$ cat src/rtl/fft8_pkg.sv
// ----------------------------------------------------------------------------
// fft8_pkg
// Shared definitions for the 8-point FFT frame controller: sample widths,
// slot packing of the parallel datapath bus, FSM state encoding and the
// 3-bit bit-reversal used to place samples in DIT input order.
// ----------------------------------------------------------------------------
package fft8_pkg;

    localparam int DW   = 16;        // real/imag width
    localparam int NPT  = 8;         // FFT points / buffer slots
    localparam int SW   = 2 * DW;    // one complex slot
    localparam int BUSW = NPT * SW;  // full parallel bus

    // Slot layout on the parallel bus: real part in the upper DW bits.
    typedef struct packed {
        logic [DW-1:0] re;
        logic [DW-1:0] im;
    } cplx_t;

    localparam logic [1:0] ST_LOAD   = 2'd0;
    localparam logic [1:0] ST_RUN    = 2'd1;
    localparam logic [1:0] ST_UNLOAD = 2'd2;

    // Lowest bit of slot j on the parallel bus.
    function automatic int slot_lo(input int j);
        return j * SW;
    endfunction

    function automatic logic [2:0] bitrev3(input logic [2:0] idx);
        return {idx[0], idx[1], idx[2]};
    endfunction

endpackage

$ cat src/rtl/fft8_frame_ctrl_if.sv
// ----------------------------------------------------------------------------
// fft8_frame_ctrl_if
// Sample-in / bin-out streaming handshakes of the FFT frame controller.
//   s_valid/s_ready/s_re/s_im : serial input samples
//   m_valid/m_ready/m_re/m_im/m_last : serial output bins
// master : the environment (sample source and bin sink)
// slave  : the controller
// ----------------------------------------------------------------------------
interface fft8_frame_ctrl_if;
    import fft8_pkg::*;

    logic          s_valid;
    logic          s_ready;
    logic [DW-1:0] s_re;
    logic [DW-1:0] s_im;

    logic          m_valid;
    logic          m_ready;
    logic [DW-1:0] m_re;
    logic [DW-1:0] m_im;
    logic          m_last;

    modport master (
        output s_valid, s_re, s_im, m_ready,
        input  s_ready, m_valid, m_re, m_im, m_last
    );

    modport slave (
        input  s_valid, s_re, s_im, m_ready,
        output s_ready, m_valid, m_re, m_im, m_last
    );

endinterface

$ cat src/rtl/fft8_frame_buf.sv
// ----------------------------------------------------------------------------
// fft8_frame_buf
// 8 x (2*DW) register file with one indexed write port, a whole-buffer
// parallel load port and a parallel read bus in datapath packing.
//   clk, rst      : clock, async active-low reset (clears all slots)
//   we/waddr/wdata: single-slot write
//   ld/ld_data    : load all slots at once (has priority over we)
//   rd_bus        : all slots, slot j at bits [SW*j +: SW]
// ----------------------------------------------------------------------------
module fft8_frame_buf
    import fft8_pkg::*;
(
    input  logic            clk,
    input  logic            rst,
    input  logic            we,
    input  logic [2:0]      waddr,
    input  logic [SW-1:0]   wdata,
    input  logic            ld,
    input  logic [BUSW-1:0] ld_data,
    output logic [BUSW-1:0] rd_bus
);

    logic [SW-1:0] r_mem [NPT];

    always_ff @(posedge clk or negedge rst) begin
        if (!rst) begin
            for (int j = 0; j < NPT; j++) begin
                r_mem[j] <= '0;
            end
        end else if (ld) begin
            for (int j = 0; j < NPT; j++) begin
                r_mem[j] <= ld_data[slot_lo(j) +: SW];
            end
        end else if (we) begin
            r_mem[waddr] <= wdata;
        end
    end

    for (genvar g = 0; g < NPT; g++) begin : g_rd
        assign rd_bus[slot_lo(g) +: SW] = r_mem[g];
    end

endmodule

$ cat src/rtl/fft8_frame_ctrl.sv
// ----------------------------------------------------------------------------
// fft8_frame_ctrl
// Frame sequencer for an 8-point radix-2 DIT FFT datapath. Collects 8 serial
// samples into bit-reversed slots, fires the datapath, waits PIPE_LAT cycles,
// captures the result and streams the 8 bins out in natural order.
//
//   state  | meaning
//   -------+-------------------------------------------------------------
//   LOAD   | accepting samples, s_ready=1
//   RUN    | fft_x frozen, fft_go on first cycle, waiting out pipeline
//   UNLOAD | presenting bins 0..7 with m_valid=1, honours backpressure
//
// Ports:
//   clk, rst   : clock, async active-low reset
//   bus        : sample-in / bin-out handshakes (slave modport)
//   fft_x      : parallel datapath input (input buffer contents)
//   fft_go     : one-cycle pulse, fft_x complete
//   fft_y      : parallel datapath output
//   busy       : frame in progress
//   frame_cnt  : completed frames, wraps at 256
// ----------------------------------------------------------------------------
module fft8_frame_ctrl
    import fft8_pkg::*;
#(
    parameter int PIPE_LAT = 3  // 1..15
) (
    input  logic             clk,
    input  logic             rst,
    fft8_frame_ctrl_if.slave bus,
    output logic [BUSW-1:0]  fft_x,
    output logic             fft_go,
    input  logic [BUSW-1:0]  fft_y,
    output logic             busy,
    output logic [7:0]       frame_cnt
);

    localparam logic [3:0] LAT_TC = 4'(PIPE_LAT);

    logic [1:0]      r_state;
    logic [2:0]      r_ld_cnt;
    logic [2:0]      r_ul_cnt;
    logic [3:0]      r_wait_cnt;
    logic [7:0]      r_frame_cnt;
    logic            r_fft_go;

    logic            w_s_hs;
    logic            w_m_hs;
    logic            w_load_done;
    logic            w_last_bin;
    logic            w_capture;
    logic [SW-1:0]   w_s_sample;
    logic [BUSW-1:0] w_out_bus;
    cplx_t           w_out_slot [NPT];
    cplx_t           w_bin;

    // Handshakes only exist in the state that owns them, so s_valid is
    // ignored outside LOAD and m_ready is ignored outside UNLOAD.
    assign w_s_hs      = (r_state == ST_LOAD) && bus.s_valid;
    assign w_m_hs      = (r_state == ST_UNLOAD) && bus.m_ready;
    assign w_load_done = w_s_hs && (r_ld_cnt == 3'd7);
    assign w_last_bin  = w_m_hs && (r_ul_cnt == 3'd7);
    assign w_capture   = (r_state == ST_RUN) && (r_wait_cnt == LAT_TC);

    assign w_s_sample  = {bus.s_re, bus.s_im};

    always_ff @(posedge clk or negedge rst) begin
        if (!rst) begin
            r_state     <= ST_LOAD;
            r_ld_cnt    <= '0;
            r_ul_cnt    <= '0;
            r_wait_cnt  <= '0;
            r_frame_cnt <= '0;
            r_fft_go    <= 1'b0;
        end else begin
            // First RUN cycle is the cycle right after the 8th handshake.
            r_fft_go <= w_load_done;
            case (r_state)
                ST_LOAD: begin
                    if (w_s_hs) begin
                        r_ld_cnt <= r_ld_cnt + 3'd1;
                    end
                    if (w_load_done) begin
                        r_wait_cnt <= '0;
                        r_state    <= ST_RUN;
                    end
                end
                ST_RUN: begin
                    r_wait_cnt <= r_wait_cnt + 4'd1;
                    if (w_capture) begin
                        r_state <= ST_UNLOAD;
                    end
                end
                ST_UNLOAD: begin
                    if (w_m_hs) begin
                        r_ul_cnt <= r_ul_cnt + 3'd1;
                    end
                    if (w_last_bin) begin
                        r_frame_cnt <= r_frame_cnt + 8'd1;
                        r_state     <= ST_LOAD;
                    end
                end
                default: begin
                    r_state <= ST_LOAD;
                end
            endcase
        end
    end

    // Input buffer: samples land in bit-reversed slots so the DIT datapath
    // can produce bins in natural order. Writes stop outside LOAD, which
    // keeps fft_x frozen through RUN.
    fft8_frame_buf u_in_buf (
        .clk     (clk),
        .rst     (rst),
        .we      (w_s_hs),
        .waddr   (bitrev3(r_ld_cnt)),
        .wdata   (w_s_sample),
        .ld      (1'b0),
        .ld_data ('0),
        .rd_bus  (fft_x)
    );

    // Output buffer: snapshot of fft_y taken when the pipeline has settled,
    // so the datapath is free to change while bins drain.
    fft8_frame_buf u_out_buf (
        .clk     (clk),
        .rst     (rst),
        .we      (1'b0),
        .waddr   (3'd0),
        .wdata   ('0),
        .ld      (w_capture),
        .ld_data (fft_y),
        .rd_bus  (w_out_bus)
    );

    for (genvar g = 0; g < NPT; g++) begin : g_slot
        assign w_out_slot[g] = w_out_bus[slot_lo(g) +: SW];
    end

    assign w_bin       = w_out_slot[r_ul_cnt];

    assign bus.s_ready = (r_state == ST_LOAD);
    assign bus.m_valid = (r_state == ST_UNLOAD);
    assign bus.m_re    = w_bin.re;
    assign bus.m_im    = w_bin.im;
    assign bus.m_last  = (r_state == ST_UNLOAD) && (r_ul_cnt == 3'd7);

    assign fft_go      = r_fft_go;
    assign busy        = (r_state != ST_LOAD) || (r_ld_cnt != 3'd0);
    assign frame_cnt   = r_frame_cnt;

endmodule

$ cat src/flat_wrapper.sv
// flat-port wrapper written by rule: the top's interface ports become plain ports
module fft8_frame_ctrl_flat import fft8_pkg::*;
#(
    parameter int PIPE_LAT = 3          
)
  (clk, rst, fft_x, fft_go, fft_y, busy, frame_cnt, bus_s_valid, bus_s_re, bus_s_im, bus_m_ready, bus_s_ready, bus_m_valid, bus_m_re, bus_m_im, bus_m_last);
  fft8_frame_ctrl_if bus_i ();
  input  logic clk;
  input  logic rst;
  output logic [BUSW-1:0] fft_x;
  output logic fft_go;
  input  logic [BUSW-1:0] fft_y;
  output logic busy;
  output logic [7:0] frame_cnt;
  input wire logic [$bits(bus_i.s_valid)-1:0] bus_s_valid;
  input wire logic [$bits(bus_i.s_re)-1:0] bus_s_re;
  input wire logic [$bits(bus_i.s_im)-1:0] bus_s_im;
  input wire logic [$bits(bus_i.m_ready)-1:0] bus_m_ready;
  output wire logic [$bits(bus_i.s_ready)-1:0] bus_s_ready;
  output wire logic [$bits(bus_i.m_valid)-1:0] bus_m_valid;
  output wire logic [$bits(bus_i.m_re)-1:0] bus_m_re;
  output wire logic [$bits(bus_i.m_im)-1:0] bus_m_im;
  output wire logic [$bits(bus_i.m_last)-1:0] bus_m_last;
  assign bus_i.s_valid = bus_s_valid;
  assign bus_i.s_re = bus_s_re;
  assign bus_i.s_im = bus_s_im;
  assign bus_i.m_ready = bus_m_ready;
  assign bus_s_ready = bus_i.s_ready;
  assign bus_m_valid = bus_i.m_valid;
  assign bus_m_re = bus_i.m_re;
  assign bus_m_im = bus_i.m_im;
  assign bus_m_last = bus_i.m_last;
  fft8_frame_ctrl #(.PIPE_LAT(PIPE_LAT)) u_core (.clk(clk), .rst(rst), .bus(bus_i), .fft_x(fft_x), .fft_go(fft_go), .fft_y(fft_y), .busy(busy), .frame_cnt(frame_cnt));
endmodule
$ cat config.mk
export PLATFORM = sky130hd
export DESIGN_NAME = fft8_frame_ctrl_flat
export DESIGN_NICKNAME = d
export VERILOG_FILES = /design/src/rtl/fft8_pkg.sv /design/src/rtl/fft8_frame_ctrl_if.sv /design/src/rtl/fft8_frame_buf.sv /design/src/rtl/fft8_frame_ctrl.sv /design/src/flat_wrapper.sv
export SDC_FILE = /design/constraint.sdc
export NUM_CORES = 1
export LEC_CHECK = 0
export ABC_AREA = 1
export CORE_AREA = 2 2 229 231
export CTS_CLUSTER_DIAMETER = 80
export DETAILED_ROUTE_END_ITERATION = 10
export DIE_AREA = 0 0 231 233
export DONT_BUFFER_PORTS = 1
export GPL_TIMING_DRIVEN = 0
export HOLD_SLACK_MARGIN = 0.05
export PLACE_DENSITY_LB_ADDON = 0.1
export RECOVER_POWER = 100
export SKIP_CTS_REPAIR_TIMING = 1
export SLEW_MARGIN = 30
export SYNTH_ARGS = -nofsm -noshare
export SYNTH_HDL_FRONTEND = slang
export SYNTH_SLANG_ARGS = --single-unit
$ cat constraint.sdc
create_clock -name clk -period 2.06 [get_ports clk]
set_input_delay 0.618 -clock clk [delete_from_list [all_inputs] [get_ports clk]]
set_output_delay 0.618 -clock clk [all_outputs]
set_load 0.02 [all_outputs]
### Word level (Yosys, flattened, before mapping)

Index checks and enable logic that the tools add are counted.

* output and inout port bits: 301
* register bits after elaboration: 533
* input port bits: 292
* logic and storage cells: 68

* reductions and logical operators: 17
* equal/unequal tests: 8
* order comparisons: 3
* add/sub/neg operators: 4
* bitwise gates (word level): 2
* muxes and demuxes: 12

Operators by type and width (number)
* $bwmux W256: 1
* $bmux W32 S3: 1
* $demux W32 S3: 1
* $mux W32: 3
* $add A8 B1 Y8 const B: 1
* $ge A4 B4 Y1 const B: 2
* $not A3 Y4: 2
* $pmux W4 S2: 1
* $reduce_and A2 Y1: 4
* $logic_and A1 B1 Y1: 7
* $add A3 B1 Y3 const B: 2
* $eq A3 B3 Y1 const B: 2
* $mux W2: 3
* $pmux W2 S3: 1
* $add A4 B1 Y4 const B: 1
* $eq A4 B2 Y1 const B: 1
* $lt A4 B1 Y1 const B: 1
* $mux W4: 1
* $ne A2 B1 Y1 const B: 2
* $reduce_bool A2 Y1: 2
* $reduce_and A3 Y1: 1
* $reduce_bool A3 Y1: 1
* $eq A2 B1 Y1 const B: 1
* $eq A2 B2 Y1 const B: 1
* 3 further kinds: 3

### Longest topological paths before layout

* depth in word-level cells: 6
* mapped depth: 9

### Hierarchy

From an unflattened synthesis, not the netlist that was laid out.

* cell total of the unflattened synthesis: 4610
* area total of the unflattened synthesis: 30824.6 um^2

By module, submodules not included
* fft8_frame_buf: area each 13579.3 um^2, cells an instance 1942, instances 2, seq. area each 6406.1 um^2
* fft8_frame_ctrl: area each 3666.0 um^2, cells an instance 726, instances 1, seq. area each 525.5 um^2

### Worst setup path before layout

Ideal clock, no wire load.

* path type: reg2out
* start: register u_core.r_ul_cnt[0]
* end: output bus_m_im[10]
* cell stages (with the launch flop): 9
* data arrival time: 1.346 ns
* required time: 1.442 ns
* path buffers: 3
* path slack: 0.096 ns
* path through: dfrtp_1 > buf_2 > inv_2 > buf_2 > clkbuf_1 > o21ai_0 > nand2_1 > nand2_1 > nand2_1

* cells in the longest elaborated chain, start to end: 4

Ends and longest elaborated chain
* start: declaration: line fft8_frame_ctrl.sv:41 `logic [2:0] r_ul_cnt;`
* start signal: assignment: line fft8_frame_ctrl.sv:95 `r_ul_cnt <= r_ul_cnt + 3'd1;`
* $not A3 Y4 (not written as such): line fft8_frame_ctrl.sv:140 `assign w_bin = w_out_slot[r_ul_cnt];`
* $bmux W32 S3: line fft8_frame_ctrl.sv:140
* $mux W32 (not written as such) (2 in a row): line fft8_frame_ctrl.sv:140
* end: declaration: line flat_wrapper.sv:22 `output wire logic [$bits(bus_i.m_im)-1:0] bus_m_im;`

Every way passes these cells. The select of a mux whose other input is x is not followed.

### Final worst setup path

* start: register u_core.r_ul_cnt[0]
* end: output bus_m_im[12]

Same word-level chain as after synthesis.

==> impl_metrics.prom <==
# TYPE chip_impl_metric gauge
chip_impl_metric{name="irDropWorstVdd",unit="mV"} 0.810
chip_impl_metric{name="routedWlPerCell",unit="um"} 22.7
chip_impl_metric{name="clkTransAtPathRegs",unit="ns"} 0.06
chip_impl_metric{name="nets_finish",unit=""} 3010
chip_impl_metric{name="routed_wirelength",unit="um"} 78000
chip_impl_metric{name="dp.cells",unit=""} 3314
chip_impl_info{name="tritoncts",value="yes"} 1
chip_impl_metric{name="netlist_area",unit="um2"} 22400
chip_impl_metric{name="netlist-cell-type-count",unit=""} 22
chip_impl_metric{name="placement.cell_area",unit="um2"} 23300
chip_impl_metric{name="min_period",unit="ns"} 2.73
chip_impl_metric{name="flow.area_growth_from_synthesis",unit="%"} 17.2
chip_impl_metric{name="tritoncts.num_buffers",unit=""} 58
chip_impl_info{name="crit_end",value="bus_m_im[12]"} 1
chip_impl_metric{name="power_per_cell_area",unit="nW/um2"} 1880
chip_impl_metric{name="cts_sinks",unit=""} 533
chip_impl_metric{name="synthCells",unit=""} 2634
chip_impl_metric{name="die_area",unit="um2"} 53800
chip_impl_metric{name="number_of_hold_violations_in_the_final_report",unit=""} 496
chip_impl_metric{name="routed_via_density",unit=""} 5.36
chip_impl_metric{name="synth_warnings",unit=""} 0
chip_impl_info{name="critical_path.cell_chain",value="buf_12, inv_6, clkbuf_4, o21ai_1, nand2_1, nand2_1, nand2_4"} 1
chip_impl_metric{name="final_area",unit="um2"} 26300
chip_impl_metric{name="slowest_delay",unit="ns"} 0.40
chip_impl_info{name="timing.setup.critical_path_class",value="reg2out"} 1
chip_impl_metric{name="route.antenna.remaining_nets",unit=""} 0
chip_impl_metric{name="finish.cell_count_without_fillers",unit=""} 3441
chip_impl_metric{name="fraction_of_synthesized_cell_area_taken_by_the_top_area_cell_type",unit="%"} 59.4
chip_impl_metric{name="global_route.usage.total",unit="%"} 28.4
chip_impl_metric{name="report.final.setup_viol",unit=""} 194
chip_impl_info{name="yosys.area.top_type",value="dfrtp_1"} 1
chip_impl_info{name="hold_class",value="in2async"} 1
chip_impl_metric{name="initialDrtViolationCount",unit=""} 1547
chip_impl_metric{name="worst-path-stages",unit=""} 7
chip_impl_info{name="unrepaired_setup_endpoints_after_global_routing",value="yes"} 1
chip_impl_info{name="run_status",value="finished, violations left"} 1
chip_impl_metric{name="antenna_violations_before_repair",unit=""} 8
chip_impl_info{name="netlist_top_cells_area",value="dfrtp_1, nand2_1, o21ai_1"} 1
chip_impl_metric{name="path_max_fanout",unit=""} 10
chip_impl_info{name="worstReg2RegEnd",value="u_core.u_in_buf.rd_bus[202]"} 1
chip_impl_metric{name="synthesized_area_divided_by_synthesized_cell_count",unit="um2"} 8.52
chip_impl_info{name="worst_r2r_startpoint",value="u_core.r_state[1]"} 1
chip_impl_info{name="critPathTopFamily",value="buffers and inverters"} 1
chip_impl_metric{name="drt_first_pass_iters",unit=""} 5
chip_impl_metric{name="synth-seq-area-share",unit="%"} 59.4
chip_impl_metric{name="portBuffers",unit=""} 0
chip_impl_metric{name="floorplan.die.width",unit="um"} 231
chip_impl_metric{name="die_h",unit="um"} 233
chip_impl_metric{name="clk_latency",unit="ns"} 0.62
chip_impl_metric{name="cp_data_required_time",unit="ns"} 1.44
chip_impl_metric{name="grt_start_max_net_pins",unit=""} 534
chip_impl_metric{name="arrival",unit="ns"} 2.11
chip_impl_metric{name="worst-r2r-setup-slack",unit="ns"} -0.30
chip_impl_metric{name="detailedPlacementHpwl",unit="um"} 58400
chip_impl_metric{name="ys_seq_elements",unit=""} 533
chip_impl_metric{name="fmax",unit="MHz"} 366
chip_impl_metric{name="design.core.area",unit="um2"} 51100
chip_impl_metric{name="floorplan.initialDensity",unit="%"} 43.9
chip_impl_metric{name="static-leakage-power",unit="nW"} 13.4
chip_impl_metric{name="hold_ws",unit="ns"} -0.297
chip_impl_metric{name="cts-htree-levels",unit=""} 2
chip_impl_metric{name="rows",unit=""} 83
chip_impl_metric{name="synth_nets",unit=""} 2936
chip_impl_info{name="slowest_stage",value="dfrtp_1"} 1
chip_impl_info{name="critical-path-top-cell-by-count",value="nand2_1"} 1
chip_impl_metric{name="pre_cts_ws",unit="ns"} -0.815
chip_impl_metric{name="path_buf_inv",unit=""} 3
chip_impl_metric{name="worst-slew-pin-transition",unit="ns"} 1.33
chip_impl_info{name="cp-start-kind",value="flop"} 1
chip_impl_info{name="clk_root_buffer_cell",value="clkbuf_16"} 1
chip_impl_info{name="setup.worst_path.start",value="u_core.r_ul_cnt[0]"} 1
chip_impl_metric{name="max_cap_viol_count",unit=""} 0
chip_impl_metric{name="relSlewSlack",unit="%"} 11.3
chip_impl_metric{name="num_io_pins",unit=""} 593
chip_impl_info{name="violations_in_the_final_reports",value="hold timing, setup timing"} 1
chip_impl_metric{name="vias_in_the_first_global_route",unit=""} 17874
chip_impl_metric{name="timing.final.crit_share",unit="%"} 133
chip_impl_info{name="endpoint_kind",value="output pin"} 1
chip_impl_metric{name="fill_cells",unit=""} 5027
chip_impl_metric{name="fin_worst_skew",unit="ns"} 0.0190
chip_impl_metric{name="gp_congestion",unit=""} 0.910
chip_impl_metric{name="gr-total-overflow",unit=""} 0
chip_impl_metric{name="fin_total_pwr",unit="mW"} 49.5
chip_impl_metric{name="final_critical_path_setup_slack",unit="ns"} -0.670
chip_impl_metric{name="post_route_cells_drive_above_1_share",unit="%"} 14.7
chip_impl_metric{name="finalMaxSlewViolations",unit=""} 0
chip_impl_metric{name="clock_path_buffers",unit=""} 3
chip_impl_metric{name="routed-via-count",unit=""} 18443
chip_impl_metric{name="drc",unit=""} 0
chip_impl_metric{name="ff_to_ff_path_depth",unit=""} 8
chip_impl_metric{name="grt_pass1_wl",unit="um"} 114000
## worst min path at each step
stage,from,cells after the start,end,slack (ns)
6_report,rst,0,u_core.u_in_buf.rd_bus[153],-0.30
5_1_grt,rst,0,u_core.u_in_buf.rd_bus[155],-0.32
4_1_cts,rst,0,u_core.u_in_buf.rd_bus[218],-0.33
3_5_place_dp,rst,0,u_core.u_in_buf.rd_bus[155],0.33
3_3_place_gp,rst,0,u_core.u_in_buf.rd_bus[155],0.33
2_1_floorplan,rst,0,u_core.fft_go,0.32
## metal layers
layer	wire, um	vias up	GRT usage [%]
li1	-	8450	-
met1	34100	9152	40.0
met2	34900	706	42.1
met3	6520	133	7.28
met4	2550	2	10.5
met5	14	-	0
## placed cells by master, fill, tap and decap left out, types with 2 or more instances in the layout
cell	count
a21oi_1	38
buf_12	6
buf_2	74
buf_4	19
buf_6	9
buf_8	5
bufinv_16	6
clkbuf_1	36
clkbuf_16	59
clkbuf_2	25
clkbuf_4	9
clkbuf_8	16
clkinv_2	9
dfrtp_1	532
diode_2	8
ha_1	8
inv_1	300
inv_2	5
inv_4	2
nand2_1	636
nand2_2	55
nand2_4	24
nand3_1	7
nand3_2	3
nand3_4	3
nand3b_1	2
nor2_1	203
nor2_2	23
nor2_4	12
o211ai_1	32
o21ai_0	136
o21ai_1	412
o21ai_2	33
xor2_1	5
## Yosys cell counts
master    number
o21ai_1      380
dfrtp_1      533
o211ai_1      32
nand3_1        7
nand3b_1       2
nor2_1       236
nand2_1      712
a21oi_1       38
buf_2         86
inv_1        306
nand2_2        3
nor2_4         2
nand4_1        1
buf_1          6
ha_1          10
clkbuf_1      64
nand3_2        3
buf_6          1
inv_2          3
o21ai_0      201
nand3_4        3
xor2_1         5
## cell families after synthesis
family / synth area share [%]
flops: 59.4
fa+ha+maj: 0.557
simple gates: 16.7
compound gates: 14.9
xor+xnor: 0.195
buf+inv: 8.30
## per-stage QoR
step / setup TNS (ns) / utilization [%]
4_1_cts: -44.77 / 49.5
3_5_place_dp: -22.19 / 45.6
3_3_place_gp: -21.23 / 45.6
5_1_grt: -86.45 / 51.5
2_1_floorplan: 0 / -
6_report: -57.32 / 51.5
## cell type report
class	instances	area, um2	area share (%)
inverters	309	1170	4.46
multi-input cells	1635	7830	29.7
well taps	680	851	3.23
clock buffers	87	1720	6.54
flip-flops and latches	533	13300	50.7
plain buffers	157	958	3.64
clock inverters	18	273	1.04
repair buffers	14	155	0.590
diodes	8	20.0	0.0761
## sequential cells by signal, indices dropped and copies added, names as in the netlist
| name | cells |
|---|---|
| u_core.fft_go | 1 |
| u_core.frame_cnt | 8 |
| u_core.r_ld_cnt | 3 |
| u_core.r_state | 2 |
| u_core.r_ul_cnt | 3 |
| u_core.r_wait_cnt | 4 |
| u_core.u_in_buf.rd_bus | 256 |
| u_core.u_out_buf.rd_bus | 256 |
## power by group
part,switching (mW),internal [mW]
clock network,4.36,6.51
logic,10.8,5.86
registers,6.59,15.4
total,21.7,27.8
(Power assumes the default switching activity.)
